==> src/rtl/ex_stage_pkg.sv <==
// Shared constants for the execute stage: CPU run states, the 5-bit opcode map
// and a helper that evaluates a branch condition against a set of flags.
package ex_stage_pkg;

  // CPU run state as seen by the pipeline
  localparam logic IDLE = 1'b0;
  localparam logic EXEC = 1'b1;

  // Opcode field ir[15:11]; LOAD must stay 00010 because the memory stage decodes it
  typedef enum logic [4:0] {
    OP_NOP   = 5'b00000,
    OP_HALT  = 5'b00001,
    OP_LOAD  = 5'b00010,
    OP_STORE = 5'b00011,
    OP_SLL   = 5'b00100,
    OP_SLA   = 5'b00101,
    OP_SRL   = 5'b00110,
    OP_SRA   = 5'b00111,
    OP_ADD   = 5'b01000,
    OP_ADDI  = 5'b01001,
    OP_SUB   = 5'b01010,
    OP_SUBI  = 5'b01011,
    OP_CMP   = 5'b01100,
    OP_AND   = 5'b01101,
    OP_OR    = 5'b01110,
    OP_XOR   = 5'b01111,
    OP_LDIH  = 5'b10000,
    OP_ADDC  = 5'b10001,
    OP_SUBC  = 5'b10010,
    OP_JUMP  = 5'b11000,
    OP_JMPR  = 5'b11001,
    OP_BZ    = 5'b11010,
    OP_BNZ   = 5'b11011,
    OP_BN    = 5'b11100,
    OP_BNN   = 5'b11101,
    OP_BC    = 5'b11110,
    OP_BNC   = 5'b11111
  } opcode_t;

  // Decide whether a jump/branch is taken, given the flags currently held
  function automatic logic branch_taken(input opcode_t op, input logic zf,
                                        input logic nf, input logic cf);
    logic taken;
    case (op)
      OP_JUMP, OP_JMPR: taken = 1'b1;
      OP_BZ:            taken = zf;
      OP_BNZ:           taken = ~zf;
      OP_BN:            taken = nf;
      OP_BNN:           taken = ~nf;
      OP_BC:            taken = cf;
      OP_BNC:           taken = ~cf;
      default:          taken = 1'b0;
    endcase
    return taken;
  endfunction

endpackage

==> src/rtl/ex_stage_alu16.sv <==
// Combinational 16-bit ALU for the execute stage. Produces the result
// (ALU value, effective address or jump/branch target), the new carry/borrow
// and the enables that tell the pipeline which flags this opcode writes.
module alu16
  import ex_stage_pkg::*;
(
  input  opcode_t     op,
  input  logic [15:0] a,
  input  logic [15:0] b,
  input  logic        cf_in,
  output logic [15:0] c,
  output logic        cf_out,
  output logic        cf_we,
  output logic        zn_we
);

  logic [16:0] wide;
  logic [3:0]  shamt;

  assign shamt = b[3:0];

  // Opcode decode: result value plus which flags the opcode is allowed to change
  always_comb begin
    wide   = 17'd0;
    c      = 16'd0;
    cf_out = cf_in;
    cf_we  = 1'b0;
    zn_we  = 1'b0;
    case (op)
      OP_ADD, OP_ADDI: begin
        wide   = {1'b0, a} + {1'b0, b};
        c      = wide[15:0];
        cf_out = wide[16];
        cf_we  = 1'b1;
        zn_we  = 1'b1;
      end
      OP_ADDC: begin
        wide   = {1'b0, a} + {1'b0, b} + {16'd0, cf_in};
        c      = wide[15:0];
        cf_out = wide[16];
        cf_we  = 1'b1;
        zn_we  = 1'b1;
      end
      // Bit 16 of the 17-bit difference is the borrow
      OP_SUB, OP_SUBI, OP_CMP: begin
        wide   = {1'b0, a} - {1'b0, b};
        c      = wide[15:0];
        cf_out = wide[16];
        cf_we  = 1'b1;
        zn_we  = 1'b1;
      end
      OP_SUBC: begin
        wide   = {1'b0, a} - {1'b0, b} - {16'd0, cf_in};
        c      = wide[15:0];
        cf_out = wide[16];
        cf_we  = 1'b1;
        zn_we  = 1'b1;
      end
      OP_AND: begin
        c     = a & b;
        zn_we = 1'b1;
      end
      OP_OR: begin
        c     = a | b;
        zn_we = 1'b1;
      end
      OP_XOR: begin
        c     = a ^ b;
        zn_we = 1'b1;
      end
      OP_SLL, OP_SLA: begin
        c     = a << shamt;
        zn_we = 1'b1;
      end
      OP_SRL: begin
        c     = a >> shamt;
        zn_we = 1'b1;
      end
      OP_SRA: begin
        c     = $signed(a) >>> shamt;
        zn_we = 1'b1;
      end
      // Load-immediate-high: immediate byte lands in the upper half
      OP_LDIH: c = a + {b[7:0], 8'h00};
      OP_LOAD, OP_STORE, OP_JMPR,
      OP_BZ, OP_BNZ, OP_BN, OP_BNN, OP_BC, OP_BNC: c = a + b;
      OP_JUMP: c = b;
      default: c = 16'd0;
    endcase
  end

endmodule

==> src/rtl/ex_stage.sv <==
// Execute stage of the 16-bit pipeline. Runs the ALU on the decoded operands,
// evaluates branches against the flags held from earlier instructions, and
// registers everything the memory stage needs. All state holds while idle.
module ex_stage
  import ex_stage_pkg::*;
(
  input  logic        clock,
  input  logic        reset,
  input  logic        state,
  input  logic [15:0] ex_ir,
  input  logic [15:0] reg_A,
  input  logic [15:0] reg_B,
  input  logic [15:0] smdr,
  output logic [15:0] mem_ir,
  output logic [15:0] reg_C,
  output logic        dw,
  output logic [15:0] smdr1,
  output logic        zf,
  output logic        nf,
  output logic        cf,
  output logic        branch_flag
);

  opcode_t     op;
  logic [15:0] alu_c;
  logic        alu_cf;
  logic        cf_we;
  logic        zn_we;
  logic        taken;

  assign op = opcode_t'(ex_ir[15:11]);

  alu16 u_alu (
    .op     (op),
    .a      (reg_A),
    .b      (reg_B),
    .cf_in  (cf),
    .c      (alu_c),
    .cf_out (alu_cf),
    .cf_we  (cf_we),
    .zn_we  (zn_we)
  );

  // Branch decision uses the flags as they stand before this edge
  assign taken = branch_taken(op, zf, nf, cf);

  // Pipeline register towards the memory stage, frozen while the CPU is idle
  always_ff @(posedge clock or negedge reset) begin
    if (!reset) begin
      mem_ir      <= 16'd0;
      reg_C       <= 16'd0;
      dw          <= 1'b0;
      smdr1       <= 16'd0;
      zf          <= 1'b0;
      nf          <= 1'b0;
      cf          <= 1'b0;
      branch_flag <= 1'b0;
    end else if (state == EXEC) begin
      mem_ir      <= ex_ir;
      reg_C       <= alu_c;
      dw          <= (op == OP_STORE);
      smdr1       <= smdr;
      branch_flag <= taken;
      if (zn_we) begin
        zf <= (alu_c == 16'd0);
        nf <= alu_c[15];
      end
      if (cf_we) begin
        cf <= alu_cf;
      end
    end
  end

endmodule

==> config.mk <==
export PLATFORM = sky130hd
export DESIGN_NAME = ex_stage
export DESIGN_NICKNAME = d
export VERILOG_FILES = /design/src/rtl/ex_stage_pkg.sv /design/src/rtl/ex_stage_alu16.sv /design/src/rtl/ex_stage.sv
export SDC_FILE = /design/constraint.sdc
export NUM_CORES = 1
export LEC_CHECK = 0
export CORE_MARGIN = 4
export CORE_UTILIZATION = 45
export CTS_BUF_LIST = sky130_fd_sc_hd__clkbuf_4 sky130_fd_sc_hd__clkbuf_8
export DETAILED_ROUTE_END_ITERATION = 6
export HOLD_SLACK_MARGIN = 0.12
export PLACE_DENSITY = 0.69
export REMOVE_ABC_BUFFERS = 1
export SKIP_CTS_REPAIR_TIMING = 1
export SLEW_MARGIN = 10
export SYNTH_ARGS = -nofsm -noshare
export SYNTH_HDL_FRONTEND = slang
export SYNTH_HIERARCHICAL = 1
export SYNTH_SLANG_ARGS = --single-unit
==> constraint.sdc <==
create_clock -name clock -period 3.8 [get_ports clock]
set_input_delay 0.57 -clock clock [delete_from_list [all_inputs] [get_ports clock]]
set_output_delay 0.57 -clock clock [all_outputs]
set_load 0.005 [all_outputs]
==> results.sh, run 1 <==
export IMPL_outcome="finished clean"
export IMPL_yosys_top_cells_count="nor2_1 (85), nand2_1 (66), a21oi_1 (65)"
export IMPL_core_area_sq_um=16600
export IMPL_antenna_found_initial=0
export IMPL_synth_compound_area_share_pct=25.5
export IMPL_synthMuxAreaShare_pct=14.0
export IMPL_synth_xor_area_share_pct=5.59
export IMPL_met3_usage_pct=4.24
export IMPL_synth_top_family_by_area="compound AO/OA/AOI/OAI gates"
export IMPL_synth_top_area_share_pct=17.3
export IMPL_synthCells=948
export IMPL_critPathArrivalTime_ns=3.99
export IMPL_grt_usage_pct=31.4
export IMPL_grt_max_degree=40
export IMPL_async_flop_share_pct=100
export IMPL_use_met2_pct=50.4
export IMPL_cp_end_kind="flop"
export IMPL_use_met1_pct=44.2
export IMPL_numCtsBuffers=5
export IMPL_synth_edf_count=0
export IMPL_start_util_pct=46.1
export IMPL_hold_viol=0
export IMPL_critPathKind="primary input to flop"
export IMPL_fin_crit_sh_pct=99.0
export IMPL_die_area_sq_um=19200
export IMPL_grt_ovfl_total=0
export IMPL_synth_area_leaders="dfrtp_1 (17%), ha_1 (9.8%), mux2_2 (7.6%)"
export IMPL_power_total_w=0.00306
export IMPL_clk_pin_slew_worst_paths_ns=0.11
export IMPL_grt_first_pass_wirelength_um=49100
export IMPL_synthAdderAreaFrac_pct=10.6
export IMPL_drive_above_1_share_pct=38.0
export IMPL_drv_cap=0
export IMPL_syn_area_sq_um=7670
export IMPL_busiest_layer="met2"
export IMPL_critPathLaunchType="primary input"
export IMPL_post_drt_wl_per_cell_um=21.0
export IMPL_grt_pass1_vias=8782
export IMPL_vdd_drop_max_mv=0.236
export IMPL_rr_worst_depth=14
export IMPL_synth_top_cell_by_area="dfrtp_1"
export IMPL_ys_ff_latch=53
export IMPL_yosysUniqueCellTypes=94
export IMPL_setup_viol=0
export IMPL_drt_iter0_drc=1130
export IMPL_worst_endpoint_required_ns=4.03
export IMPL_routed_wl_um=32500
export IMPL_ios=120
export IMPL_place_inst=1509
export IMPL_antennaDiodeCount=0
export IMPL_drc=0
export IMPL_syn_area_per_cell_sq_um=8.09
export IMPL_layout_nets=1455
export IMPL_slew_headroom_pct=15.8
export IMPL_finalMaxSlewViolations=0
export IMPL_hp_class="primary input to asynchronous set/reset pin"
export IMPL_ys_flop_type="dfrtp_1"
export IMPL_period_minus_slack_ns=3.76
export IMPL_route_vias_total=9288
export IMPL_fin_cells=1546
export IMPL_num_rows=47
export IMPL_htreeDepth=2
export IMPL_max_freq_ghz=0.266
export IMPL_dr_pass1_iters=5
export IMPL_gp_congestion=1.02
export IMPL_power_density_nw_per_um2=259
export IMPL_io_buffers=119
export IMPL_clock_sinks=53
export IMPL_ant_nets=0
export IMPL_synth_simple_gate_area_share_pct=20.5
export IMPL_r2r_setup_slack_ns=0.68
export IMPL_hold_slack_ns=0.238
export IMPL_cts_root_buf="clkbuf_8"
export IMPL_finClkSkew_ns=0.0123
export IMPL_r2r_start="cf"
export IMPL_rr_endpoint="zf"
export IMPL_worst_pin_slew_ns=1.25
export IMPL_hpwl_um=26000
export IMPL_yosysMostFrequentCell="nor2_1"
export IMPL_crit_fanout=4
export IMPL_ys_warn_count=6
export IMPL_p_leak_nw=5.26
export IMPL_via_per_inst=6.01
export IMPL_syn_to_final_growth_pct=53.7
export IMPL_clock_latency_ns=0.31
export IMPL_die_w_um=139
export IMPL_die_h_um=139
export IMPL_cts_buffer_depth=2
export IMPL_tritoncts="done"
export IMPL_yosysSeqAreaShare_pct=17.3
[worst max-delay path by stage]
stage	end	startpoint	cells after the start
detailed placement	zf	reg_B[0]	19
floorplan	zf	reg_B[2]	13
global placement	zf	reg_B[0]	19
finish	zf	reg_A[0]	17
CTS	zf	reg_B[0]	19
global route	zf	reg_A[0]	15
[report_power, final]
part	leakage (nW)	switching, W	total, W	internal [W]
logic	4.58	0.000954	0.00202	0.00106
clock network	0.0423	0.000200	0.000334	0.000134
registers	0.640	0.0000567	0.000705	0.000648
total	5.26	0.00121	0.00306	0.00185
[state kept, by name, indices dropped and copies added, names as in the netlist]
| register | cells |
|---|---|
| mem_ir | 16 |
| reg_C | 16 |
| smdr1 | 16 |
| branch_flag | 1 |
| cf | 1 |
| dw | 1 |
| nf | 1 |
| zf | 1 |
[per-layer routing]
layer / vias up / wire length (um) / part of all wire [%]
li1: 4266 / - / -
met1: 4387 / 13700 / 42
met2: 558 / 14900 / 46
met3: 77 / 2950 / 9.1
met4: 0 / 976 / 3.0
met5: - / 0 / 0
[placed cells by master, fill, tap and decap left out, types with 10 or more instances in the layout]
| cell | instances |
|---|---|
| a211oi_1 | 10 |
| a21oi_1 | 54 |
| a221oi_1 | 18 |
| a22oi_1 | 12 |
| buf_4 | 305 |
| clkdlybuf4s50_1 | 96 |
| dfrtp_1 | 53 |
| dlymetal6s2s_1 | 14 |
| ha_1 | 42 |
| ha_4 | 13 |
| inv_1 | 34 |
| inv_2 | 18 |
| mux2_2 | 52 |
| mux2i_1 | 29 |
| nand2_1 | 66 |
| nand2b_1 | 13 |
| nand3_1 | 22 |
| nand4_1 | 11 |
| nor2_1 | 83 |
| nor2b_1 | 11 |
| nor3_1 | 20 |
| o211ai_1 | 23 |
| o21ai_0 | 47 |
| xnor2_1 | 34 |
[through the flow]
stage	util [%]	setup TNS, ns	area (sq um)	setup WS, ns
final	70.9	0	11800	0.0381
after global routing	70.9	-0.0752	11800	-0.0643
after CTS	66.3	-5.99	11000	-0.698
after detailed placement	65.8	-10.62	10900	-1.00
after global placement	65.8	-9.80	10900	-0.976
after floorplan	-	-0.198	7370	-0.115
[critical path, cell delays in order]
cell      delay [ns]
buf_4           0.14
ha_4            0.16
inv_2           0.05
fa_2            0.25
nor2b_4         0.05
o311a_4         0.39
o31a_1          0.36
buf_4           0.15
o2111a_1        0.27
nor3_1          0.37
nor4_1          0.13
xnor2_1         0.15
a221oi_1        0.26
o21ai_1         0.19
nor4_2          0.23
nand4_1         0.13
o21ai_1         0.15
[cell families after synthesis]
| logic type | Yosys count |
|---|---|
| compound gates | 278 |
| xor+xnor | 49 |
| fa+ha+maj | 63 |
| buf+inv | 114 |
| flops | 53 |
| mux | 90 |
| simple gates | 301 |
[final cells by class]
type                       count  area (sq um)
inverter                      54           209
clock buffer                   5          68.8
sequential                    53          1330
timing repair buffer         430          3560
fill                        1339          4850
clock inverter                 3          26.3
tap                          220           275
multi-input combinational    781          6320
Power figures use the tool's default switching activity.
==> inputs of run 2 (changes only) <==
--- a/config.mk
+++ b/config.mk
@@ -11,7 +11,6 @@
 export DETAILED_ROUTE_END_ITERATION = 6
 export HOLD_SLACK_MARGIN = 0.12
 export PLACE_DENSITY = 0.69
-export REMOVE_ABC_BUFFERS = 1
 export SKIP_CTS_REPAIR_TIMING = 1
 export SLEW_MARGIN = 10
 export SYNTH_ARGS = -nofsm -noshare
==> run 2 against run 1 <==
  * First-iteration DRC count down 5.3%
  * Sequential power shrank 0.9%
  * Core utilization barely moved
  * Largest cell class unchanged
  * Register-to-register slack got worse by 0.07 ns
  * Total power shrank 1.1%
  * Clock power fell by 1%
  * The flow now finishes with violations (setup timing)
  * Setup slack got worse by 0.096 ns
  * Via count fell by 0.16%
  * Sequential cell count did not move
  * Fmax decreased by 2.5%
  * Global-route usage grew 2.2 points
  * Die area unchanged
==> results.sh, run 2 (same netlist as run 1, synthesis figures left out) <==
export IMPL_fill_cells=1387
export IMPL_pwr_share_clk_pct=10.9
export IMPL_busiest_layer="met2"
export IMPL_max_stage_delay_ns=0.48
export IMPL_via_per_inst=6.06
export IMPL_endpoint="zf"
export IMPL_io_buffers=119
export IMPL_grt_ovfl_total=0
export IMPL_p_sw_w=0.00122
export IMPL_syn_to_final_growth_pct=53.7
export IMPL_crit_start="reg_A[0]"
export IMPL_finalMaxSlewViolations=0
export IMPL_gp_congestion=1.01
export IMPL_r2r_start="cf"
export IMPL_cts_buffer_depth=2
export IMPL_crit_chain="buf_6 > buf_6 > inv_4 > ha_4 > inv_2 > fa_2 > and2b_2 > buf_4 > o21ai_2 > a21oi_1 > or4_4 > nor4_4 > nand4_1 > buf_4 > xor2_1 > o221ai_2 > nor4_2 > nand4_1 > o21ai_1"
export IMPL_seq_power_share_pct=23.1
export IMPL_route_vias_total=9273
export IMPL_drt_iter0_drc=1070
export IMPL_antenna_found_initial=0
export IMPL_rr_worst_depth=14
export IMPL_fin_crit_sh_pct=102
export IMPL_routed_wl_um=34500
export IMPL_core_area_sq_um=16600
export IMPL_grt_max_degree=50
export IMPL_drc=0
export IMPL_grt_pass1_vias=8699
export IMPL_critPathLaunchType="primary input"
export IMPL_final_cell_mix="buf_4 (284), clkdlybuf4s50_1 (96), nor2_1 (81)"
export IMPL_crit_fanout=4
export IMPL_tritoncts="done"
export IMPL_num_rows=47
export IMPL_antennaDiodeCount=0
export IMPL_hp_class="primary input to asynchronous set/reset pin"
export IMPL_clk_pin_slew_worst_paths_ns=0.10
export IMPL_numCtsBuffers=5
export IMPL_slew_headroom_pct=28.2
export IMPL_die_w_um=139
export IMPL_finClkSkew_ns=0.00518
export IMPL_die_area_sq_um=19200
export IMPL_rsz0062_at_grt="yes"
export IMPL_setup_viol=1
export IMPL_layout_nets=1438
export IMPL_outcome="finished, violations left"
export IMPL_critPathSlowestCell="or4_4"
export IMPL_post_drt_wl_per_cell_um=22.6
export IMPL_met3_usage_pct=6.00
export IMPL_hpwl_um=28000
export IMPL_start_util_pct=46.1
export IMPL_power_total_w=0.00302
export IMPL_post_route_util_pct=70.9
export IMPL_grt_first_pass_wirelength_um=51200
export IMPL_hold_viol=0
export IMPL_power_frac_comb_pct=65.9
export IMPL_use_met2_pct=53.7
export IMPL_drive_above_1_share_pct=37.8
export IMPL_p_int_w=0.00180
export IMPL_r2r_setup_slack_ns=0.61
export IMPL_ant_nets=0
export IMPL_cp_end_kind="flop"
export IMPL_p_sw_share_pct=40.4
export IMPL_worst_pin_slew_ns=1.08
export IMPL_die_h_um=139
export IMPL_grt_usage_pct=33.7
export IMPL_clock_sinks=53
export IMPL_rr_endpoint="zf"
export IMPL_worst_endpoint_required_ns=4.05
export IMPL_clock_latency_ns=0.32
export IMPL_vdd_drop_max_mv=0.220
export IMPL_power_density_nw_per_um2=256
export IMPL_fin_ws_ns=-0.0578
export IMPL_drv_cap=0
export IMPL_cts_root_buf="clkbuf_8"
export IMPL_violations="setup timing"
export IMPL_critPathKind="primary input to flop"
export IMPL_p_leak_nw=5.23
export IMPL_use_met1_pct=47.3
export IMPL_syn_nets=1078
export IMPL_reg_largest_list="mem_ir: 16 flops, reg_C: 16 flops, smdr1: 16 flops"
export IMPL_dr_pass1_iters=7
export IMPL_max_freq_ghz=0.259
export IMPL_ios=120
export IMPL_layout_commonest_cell="buf_4"
export IMPL_critPathArrivalTime_ns=4.10
export IMPL_period_minus_slack_ns=3.86
export IMPL_htreeDepth=2
==> run 2: worst max-delay path: cells and delay by family <==
| family | cells | cell delay (ns) |
|---|---|---|
| compound gates | 4 | 0.55 |
| xor+xnor | 1 | 0.18 |
| fa+ha+maj | 2 | 0.51 |
| buf+inv | 6 | 0.62 |
| simple gates | 6 | 1.66 |
==> run 2: cell type report <==
class	instances	area, sq um	share of cell area, %
repair buffers	413	3480	29.5
inverters	54	211	1.79
well taps	220	275	2.33
flip-flops and latches	53	1330	11.2
clock buffers	6	76.3	0.647
multi-input cells	781	6410	54.4
clock inverters	2	15.0	0.127
==> run 2: worst min path at each step <==
| stage | endpoint | cells after the start | slack, ns |
|---|---|---|---|
| after floorplan | branch_flag | 0 | 0.27 |
| after global placement | smdr1[15] | 1 | 0.49 |
| after detailed placement | mem_ir[0] | 1 | 0.49 |
| after CTS | mem_ir[10] | 1 | 0.47 |
| after global routing | smdr1[0] | 1 | 0.53 |
| final | mem_ir[10] | 1 | 0.44 |
==> run 2: power by group through the flow <==
stage | clock, W | sequential (W) | combinational, W
5_1_grt | 0.000359 | 0.000709 | 0.00212
3_5_place_dp | 0 | 0.000711 | 0.00180
2_1_floorplan | 0 | 0.000712 | 0.000857
3_3_place_gp | 0 | 0.000705 | 0.00179
6_report | 0.000330 | 0.000699 | 0.00199
4_1_cts | 0.000336 | 0.000700 | 0.00181
==> run 2: routing by layer <==
metal | wire [um] | part of all wire [%]
met1 | 14600 | 42
met4 | 1080 | 3.1
met3 | 3000 | 8.7
met5 | 0 | 0
met2 | 15800 | 46
==> run 2: through the flow <==
step | TNS (ns) | instances | area, sq um | hold WS, ns | setup slack (ns)
floorplan | -0.0138 | 948 | 7790 | 0.274 | -0.0115
global placement | -8.49 | 1500 | 11000 | 0.488 | -0.927
detailed placement | -8.55 | 1500 | 11000 | 0.494 | -0.931
CTS | -3.95 | 1508 | 11100 | 0.468 | -0.644
global route | -0.308 | 1529 | 11800 | 0.529 | -0.242
finish | -0.0578 | 1529 | 11800 | 0.437 | -0.0578
==> inputs of run 3 (changes only) <==
--- a/config.mk
+++ b/config.mk
@@ -9,6 +9,7 @@
 export CORE_UTILIZATION = 45
 export CTS_BUF_LIST = sky130_fd_sc_hd__clkbuf_4 sky130_fd_sc_hd__clkbuf_8
 export DETAILED_ROUTE_END_ITERATION = 6
+export GPL_ROUTABILITY_DRIVEN = 1
 export HOLD_SLACK_MARGIN = 0.12
 export PLACE_DENSITY = 0.69
 export SKIP_CTS_REPAIR_TIMING = 1
==> results of run 3 <==
Same layout as run 2: the final DEF is identical, and so are final timing and power.
